File: src/rtl/sfu_pid_splitter.sv
// sfu_pid_splitter: holds one full-warp SFU request and emits it as
// NUM_LANES-wide packets tagged with pid/sop/eop, skipping all-inactive packets.
module sfu_pid_splitter #(
   parameter int unsigned THREAD_CNT = 8,
   parameter int unsigned NUM_LANES  = 2,
   parameter int unsigned XLEN       = 32,
   parameter int unsigned HDR_W      = 64,
   localparam int unsigned NUM_PKTS  = THREAD_CNT / NUM_LANES,
   localparam int unsigned PID_WIDTH = (NUM_PKTS > 1) ? $clog2(NUM_PKTS) : 1
) (
   input  logic                          clk,
   input  logic                          reset,
   input  logic                          in_valid,
   output logic                          in_ready,
   input  logic [HDR_W-1:0]              in_hdr,
   input  logic [THREAD_CNT-1:0]         in_tmask,
   input  logic [THREAD_CNT*XLEN-1:0]    in_data,
   output logic                          out_valid,
   input  logic                          out_ready,
   output logic [HDR_W-1:0]              out_hdr,
   output logic [NUM_LANES-1:0]          out_tmask,
   output logic [NUM_LANES*XLEN-1:0]     out_data,
   output logic [PID_WIDTH-1:0]          out_pid,
   output logic                          out_sop,
   output logic                          out_eop
);

   // holding register for one warp
   logic                       busy;
   logic [PID_WIDTH-1:0]       cur_pid;
   logic [PID_WIDTH-1:0]       first_pid_q;
   logic [HDR_W-1:0]           hdr_q;
   logic [THREAD_CNT-1:0]      tmask_q;
   logic [THREAD_CNT*XLEN-1:0] data_q;

   logic [NUM_PKTS-1:0]        held_act;
   logic [NUM_PKTS-1:0]        in_act;
   logic [PID_WIDTH-1:0]       in_first_pid;
   logic [PID_WIDTH-1:0]       next_pid;
   logic                       has_next;
   logic                       is_last;
   logic                       in_fire;
   logic                       out_fire;

   // per-packet activity of the held and incoming masks, first/next active pid
   always_comb begin
      held_act     = '0;
      in_act       = '0;
      in_first_pid = '0;
      next_pid     = cur_pid;
      has_next     = 1'b0;
      for (int p = 0; p < int'(NUM_PKTS); p++) begin
         held_act[p] = |tmask_q[p*NUM_LANES +: NUM_LANES];
         in_act[p]   = |in_tmask[p*NUM_LANES +: NUM_LANES];
      end
      // scan downward so the lowest qualifying pid wins
      for (int p = int'(NUM_PKTS) - 1; p >= 0; p--) begin
         if (in_act[p]) in_first_pid = PID_WIDTH'(p);
         if (held_act[p] && (PID_WIDTH'(p) > cur_pid)) begin
            next_pid = PID_WIDTH'(p);
            has_next = 1'b1;
         end
      end
   end

   assign is_last  = ~has_next;
   assign in_ready = ~busy | (out_ready & is_last);
   assign in_fire  = in_valid & in_ready;
   assign out_fire = busy & out_ready;

   // select the cur_pid slice of the held warp
   always_comb begin
      out_tmask = '0;
      out_data  = '0;
      for (int p = 0; p < int'(NUM_PKTS); p++) begin
         if (cur_pid == PID_WIDTH'(p)) begin
            out_tmask = tmask_q[p*NUM_LANES +: NUM_LANES];
            out_data  = data_q[p*NUM_LANES*XLEN +: NUM_LANES*XLEN];
         end
      end
   end

   assign out_valid = busy;
   assign out_hdr   = hdr_q;
   assign out_pid   = cur_pid;
   assign out_sop   = busy & (cur_pid == first_pid_q);
   assign out_eop   = busy & is_last;

   // load on accept, advance pid on packet fire, release on last packet
   always_ff @(posedge clk) begin
      if (reset) begin
         busy        <= 1'b0;
         cur_pid     <= '0;
         first_pid_q <= '0;
         tmask_q     <= '0;
         hdr_q       <= '0;
         data_q      <= '0;
      end else if (in_fire) begin
         busy        <= 1'b1;
         cur_pid     <= in_first_pid;
         first_pid_q <= in_first_pid;
         tmask_q     <= in_tmask;
         hdr_q       <= in_hdr;
         data_q      <= in_data;
      end else if (out_fire) begin
         if (is_last) busy    <= 1'b0;
         else         cur_pid <= next_pid;
      end
   end

`ifndef SYNTHESIS
   logic in_warp_q;

   // lanes must tile the warp exactly
   always @(posedge clk) begin
      assert (THREAD_CNT % NUM_LANES == 0) else $error("THREAD_CNT not a multiple of NUM_LANES");
   end

   // a stalled packet must not change
   assert property (@(posedge clk) disable iff (reset)
      (out_valid && !out_ready) |=> (out_valid && $stable({out_hdr, out_tmask, out_data, out_pid, out_sop, out_eop})))
      else $error("output changed while stalled");

   // exactly one sop opens and one eop closes each emitted warp
   always_ff @(posedge clk) begin
      if (reset) begin
         in_warp_q <= 1'b0;
      end else if (out_fire) begin
         assert (out_sop != in_warp_q) else $error("sop out of sequence");
         in_warp_q <= ~out_eop;
      end
   end
`endif

endmodule

File: config.mk
export PLATFORM = sky130hd
export DESIGN_NAME = sfu_pid_splitter
export DESIGN_NICKNAME = d
export VERILOG_FILES = /design/src/rtl/sfu_pid_splitter.sv
export SDC_FILE = /design/constraint.sdc
export NUM_CORES = 1
export LEC_CHECK = 0
export BUFFER_PORTS_ARGS = -buffer_cell sky130_fd_sc_hd__buf_2
export CAP_MARGIN = 20
export CORE_MARGIN = 1.5
export CORE_UTILIZATION = 30
export CTS_BUF_LIST = sky130_fd_sc_hd__clkbuf_8 sky130_fd_sc_hd__clkbuf_16
export CTS_CLUSTER_SIZE = 16
export DETAILED_ROUTE_END_ITERATION = 8
export HOLD_SLACK_MARGIN = 0.1
export PLACE_DENSITY = 0.6
export RECOVER_POWER = 25
export SETUP_SLACK_MARGIN = 0.05
export SLEW_MARGIN = 25
export SYNTH_ARGS = -nofsm -noshare
export SYNTH_HDL_FRONTEND = slang
export SYNTH_SLANG_ARGS = --single-unit
File: constraint.sdc
create_clock -name clk -period 3 [get_ports clk]
set_input_delay 0.6 -clock clk [delete_from_list [all_inputs] [get_ports clk]]
set_output_delay 0.6 -clock clk [all_outputs]
set_load 0.01 [all_outputs]
After elaboration in Yosys (flattened, before gate mapping)
Cells that the tools add are included.
{ "word_totals": {"ff_bits": 333, "elab_cells": 67, "in_bits": 332, "out_inout_bits": 136} }
{ "classes": {"n_bitwise": 8, "eq_ne": 5, "n_mux": 26, "n_reduce_logical": 18, "n_lt_le_gt_ge": 4} }
{ "op_table": {"columns": ["operator", "count"], "rows": [
  ["two-way mux 64 bit", 4],
  ["two-way mux 2 bit", 15],
  ["OR reduction 2 bit", 8],
  ["two-way mux 1 bit", 7],
  ["AND 1 bit", 5],
  ["nonzero test 5 bit", 1],
  ["equality test 2 bit (second input constant)", 2],
  ["greater-than comparator 1 x 2 -> 1 bit (first input constant)", 2],
  ["greater-than comparator 2 bit (first input constant)", 2],
  ["logical AND 1 bit", 4],
  ["nonzero test 2 bit", 2],
  ["AND reduction 3 bit", 1],
  ["equality test 2 x 1 -> 1 bit (second input constant)", 1],
  ["equality test 2 bit", 1],
  ["logical NOT 2 bit", 1],
  ["inequality test 2 x 1 -> 1 bit (second input constant)", 1],
  ["inverter 1 bit", 2],
  ["AND reduction 2 bit", 1],
  ["bitwise OR 1 bit", 1]
]} }

Longest topological paths before layout
{ "depth": {"depth_word": 12, "depth_mapped": 9, "depth_no_buf": 5} }

Least setup slack after synthesis
Ideal clock, no wire load.
{ "synth_timing": {"path_kind": "register to output", "start": "reg cur_pid[0], in the netlist out_pid[0]", "end": "out out_data[46]", "path_slack_ns": 0.670, "t_arrival_ns": 1.730, "stages_incl_launch_ff": 5, "path_cell_list": "dfxtp_1 > clkbuf_1 > buf_2 > buf_2 > mux4_2"} }
{ "synth_via": {"elab_chain_len": 5, "word_cells_on_any_way": 8} }
{ "synth_rtl": {"columns": ["item", "line", "text"], "rows": [
  ["start: declaration", "30", "logic [PID_WIDTH-1:0] cur_pid;"],
  ["start signal: assignment", "100", "cur_pid <= in_first_pid;"],
  ["start signal: assignment", "107", "else cur_pid <= next_pid;"],
  ["logical NOT 2 bit", "76", "if (cur_pid == PID_WIDTH'(p)) begin"],
  ["two-way mux 64 bit (3 in a row)", "76", null],
  ["two-way mux 64 bit (*)", "76", null],
  ["end: declaration", "22", "output logic [NUM_LANES*XLEN-1:0] out_data,"]
]} }
Mark *: on every way between the ends. The rest lies on a longest branch, timed or not.

Worst setup path after layout
{ "layout_timing": {"start": "reg cur_pid[0], in the netlist out_pid[0]", "end": "out out_data[62]"} }
Same word-level chain as after synthesis.

==> results.rst <==
.. list-table::
   :header-rows: 1

   * - Metric
     - Value
   * - Number of DRC markers in iteration 0
     - 877
   * - Floorplan core area
     - 44400 um^2
   * - Number of buffers on the longest clock path
     - 3
   * - Detail-routed net length per standard cell
     - 16.3 um
   * - Net count of the mapped netlist
     - 1885
   * - Post-route clock period utilization
     - 93.1%
   * - Worst setup EP type
     - output port
   * - Leakage power
     - 7.08 nW
   * - Worst endpoint required time
     - 2400 ps
   * - Overall Global Routing Usage
     - 17.5%
   * - Synthesized flop and latch total
     - 333
   * - Slowest cell delay on critical path
     - 580 ps
   * - Count of buffering cells on the critical path with inverters included
     - 2
   * - Synth warn
     - 0
   * - Clock Sinks
     - 333
   * - Half-perimeter wire length of the detailed placement result
     - 29800 um
   * - Class of the tightest hold or removal check
     - in2reg
   * - Worst-path cell chain
     - buf_4, mux4_2, buf_2
   * - CTS H-tree lvls
     - 2
   * - Fillcell total
     - 4604
   * - Area growth from synthesis to layout
     - 27.2%
   * - Area share of the largest cell type after synthesis
     - 49.2%
   * - Post-cts resize count
     - 0
   * - Hold path start
     - in_data[49]
   * - Remaining max-slew budget at the tightest pin
     - 33.8%
   * - Clock transition at path regs
     - 60 ps
   * - TritonCTS clock tree
     - done
   * - Global-route wire length before repair
     - 64500 um
   * - WL final
     - 42200 um
   * - Setup repair after global routing missed its margin
     - no
   * - Die area
     - 46500 um^2
   * - Largest delay contributor family on the critical path
     - buffers and inverters
   * - Top_reg_cell synth
     - sky130_fd_sc_hd__dfxtp_1
   * - Site row count
     - 77
   * - Pre-CTS WS
     - 625 ps
   * - Clock Skew
     - 13.1 ps
   * - Number of distinct library cell variants in the gate-level netlist after synthesis
     - 30
   * - Per-cell via count in the routed design
     - 4.73
   * - Library cell occupying the most area in the post-synthesis netlist
     - sky130_fd_sc_hd__dfxtp_1
   * - Number of clock buffers inserted by TritonCTS
     - 39
   * - Mean instance size in the synthesized netlist
     - 8.73 um^2
   * - Cell at the root of the clock tree
     - sky130_fd_sc_hd__clkbuf_16
   * - Share of cells above drive strength 1
     - 28.0%
   * - Maximum clock frequency
     - 358 MHz
   * - Number of nets in the finished design
     - 2291
   * - Cell with the most instances after synthesis
     - sky130_fd_sc_hd__nand2_1
   * - Worst-case vdd ir drop
     - 0.381 mV
   * - Num ports
     - 468
   * - Status
     - completed
   * - Number of vias in the routed layout
     - 12255
   * - Crit path kind
     - reg2out
   * - DRC Markers
     - 0
   * - Register area share after synthesis
     - 49.2%
   * - Count of final hold-check violations
     - 0
   * - Last weighted congestion value of the routability-driven placer
     - 0.833
   * - Cell count after synthesis
     - 1553
   * - Routed Antenna Nets
     - 0
   * - Number of antenna violations at the first check in global routing
     - 20
   * - Global-route congestion overflow total
     - 0
   * - Total power density per cell area
     - 676 nW/um^2
   * - Maximum fanout count along the critical path
     - 27
   * - Startpoint types
     - register
   * - Cell type of the slowest stage on the worst timing path
     - sky130_fd_sc_hd__mux4_2
   * - Horizontal die dimension
     - 216 um
   * - Data arrival, critical path
     - 2190 ps
   * - Minimum period implied by the final worst setup slack
     - 2790 ps
   * - Number of synthesized flops with an enable pin
     - 0
   * - Transition time at the pin with the least slew margin
     - 993 ps
   * - Worst R2R Setup Slack
     - 290 ps
   * - Number of buffer cells added on primary ports
     - 467
   * - Pins over their slew limit
     - 0
   * - Worst setup slack after layout
     - 208 ps
   * - Async S/R FF share, synth
     - 0%
   * - Setup TNS
     - 0 ps
   * - Setup bufs post-CTS
     - 0
   * - Leading post-synthesis cells by instance count
     - sky130_fd_sc_hd__nand2_1, sky130_fd_sc_hd__a21oi_1, sky130_fd_sc_hd__dfxtp_1
   * - Die Y-Extent
     - 216 um
   * - Pin count of the biggest net entering global routing
     - 115
   * - Number of violations of the max-capacitance limit
     - 0
   * - Number of buffers inserted for hold repair after clock tree synthesis
     - 0
   * - 1st-pass router iterations
     - 7
   * - Fraction of the core area covered by cells at the end of the flow
     - 38.8%
   * - Final setup violation count
     - 0
   * - Clk_lat worst skew
     - 540 ps
   * - Synth area leaders
     - sky130_fd_sc_hd__dfxtp_1, sky130_fd_sc_hd__nand2_1, sky130_fd_sc_hd__a21oi_1, sky130_fd_sc_hd__mux4_2, sky130_fd_sc_hd__buf_6
   * - Via count of the first global-routing pass
     - 11967
   * - Source of the critical timing path
     - out_pid[0]
   * - Post-synthesis instance area
     - 13600 um^2
   * - Initial Util
     - 30.5%
   * - Startpoint of the worst register-to-register path
     - out_valid
## registers in the layout (all words and copies together) (netlist names)
register / count
data_q: 256
out_hdr: 64
tmask_q: 8
first_pid_q: 2
out_pid: 2
out_valid: 1
## power by group
part | internal (mW) | total, mW | switching [mW]
Combinational | 0.812 | 1.92 | 1.11
Clock | 2.87 | 4.76 | 1.89
Sequential | 4.78 | 4.98 | 0.191
## kinds of logic after synthesis
logic type | count (synthesis) | synth area share, %
xor+xnor | 2 | 0.129
simple gates | 676 | 19.0
buf+inv | 128 | 7.42
compound gates | 348 | 13.3
flops | 333 | 49.2
mux | 66 | 11.0
## per-layer routing
| metal | GRT usage [%] | vias to the layer above | share of wire [%] |
|---|---|---|---|
| met5 | 0 | - | 0.30 |
| met4 | 6.25 | 18 | 2.3 |
| met3 | 5.34 | 81 | 7.1 |
| met2 | 29.6 | 382 | 49 |
| met1 | 20.9 | 5783 | 41 |
| li1 | - | 5991 | - |
## area by class of cell
type	count	area, um^2	share of cell area, %
clock inverters	26	239	1.39
flip-flops and latches	333	6670	38.7
clock buffers	44	1060	6.13
repair buffers	492	2640	15.3
inverters	1	3.75	0.0218
multi-input cells	1092	5860	34.0
diodes	10	25.0	0.145
well taps	592	741	4.30
## layout by cell type (no fill, tap or decap), types with 8 or more instances in the layout
| cell | instances |
|---|---|
| sky130_fd_sc_hd__nand2_1 | 662 |
| sky130_fd_sc_hd__buf_2 | 401 |
| sky130_fd_sc_hd__a21oi_1 | 333 |
| sky130_fd_sc_hd__dfxtp_1 | 331 |
| sky130_fd_sc_hd__mux4_2 | 66 |
| sky130_fd_sc_hd__clkbuf_1 | 65 |
| sky130_fd_sc_hd__clkbuf_16 | 40 |
| sky130_fd_sc_hd__buf_12 | 15 |
| sky130_fd_sc_hd__inv_1 | 12 |
| sky130_fd_sc_hd__diode_2 | 10 |
| sky130_fd_sc_hd__buf_4 | 8 |
## worst min-delay path: cells and delay by family
| kind | cells | cell delay, ps |
|---|---|---|
| and+or+nand+nor | 1 | 40 |
| buffers and inverters | 1 | 90 |
| AOI/OAI and AO/OA | 1 | 50 |
## worst paths after layout
check / endpoint / depth (start not counted)
setup / recovery: out_data[62] / 3
hold / removal: data_q[49] / 3
setup reg to reg: data_q[235] / 5
hold reg to reg: data_q[233] / 2
## through the flow
stage          instance area, um^2  total power, mW  std cells  hold slack [ps]
2_1_floorplan                13600             6.41       1553              433
6_report                     17200             11.7       2590              285
5_1_grt                      17200             12.2       2587              260
3_5_place_dp                 16000             7.04       2510              444
4_1_cts                      17300             11.9       2580              238
3_3_place_gp                 16000             7.00       2510              439
No activity file was read; power rests on OpenSTA's default activity.
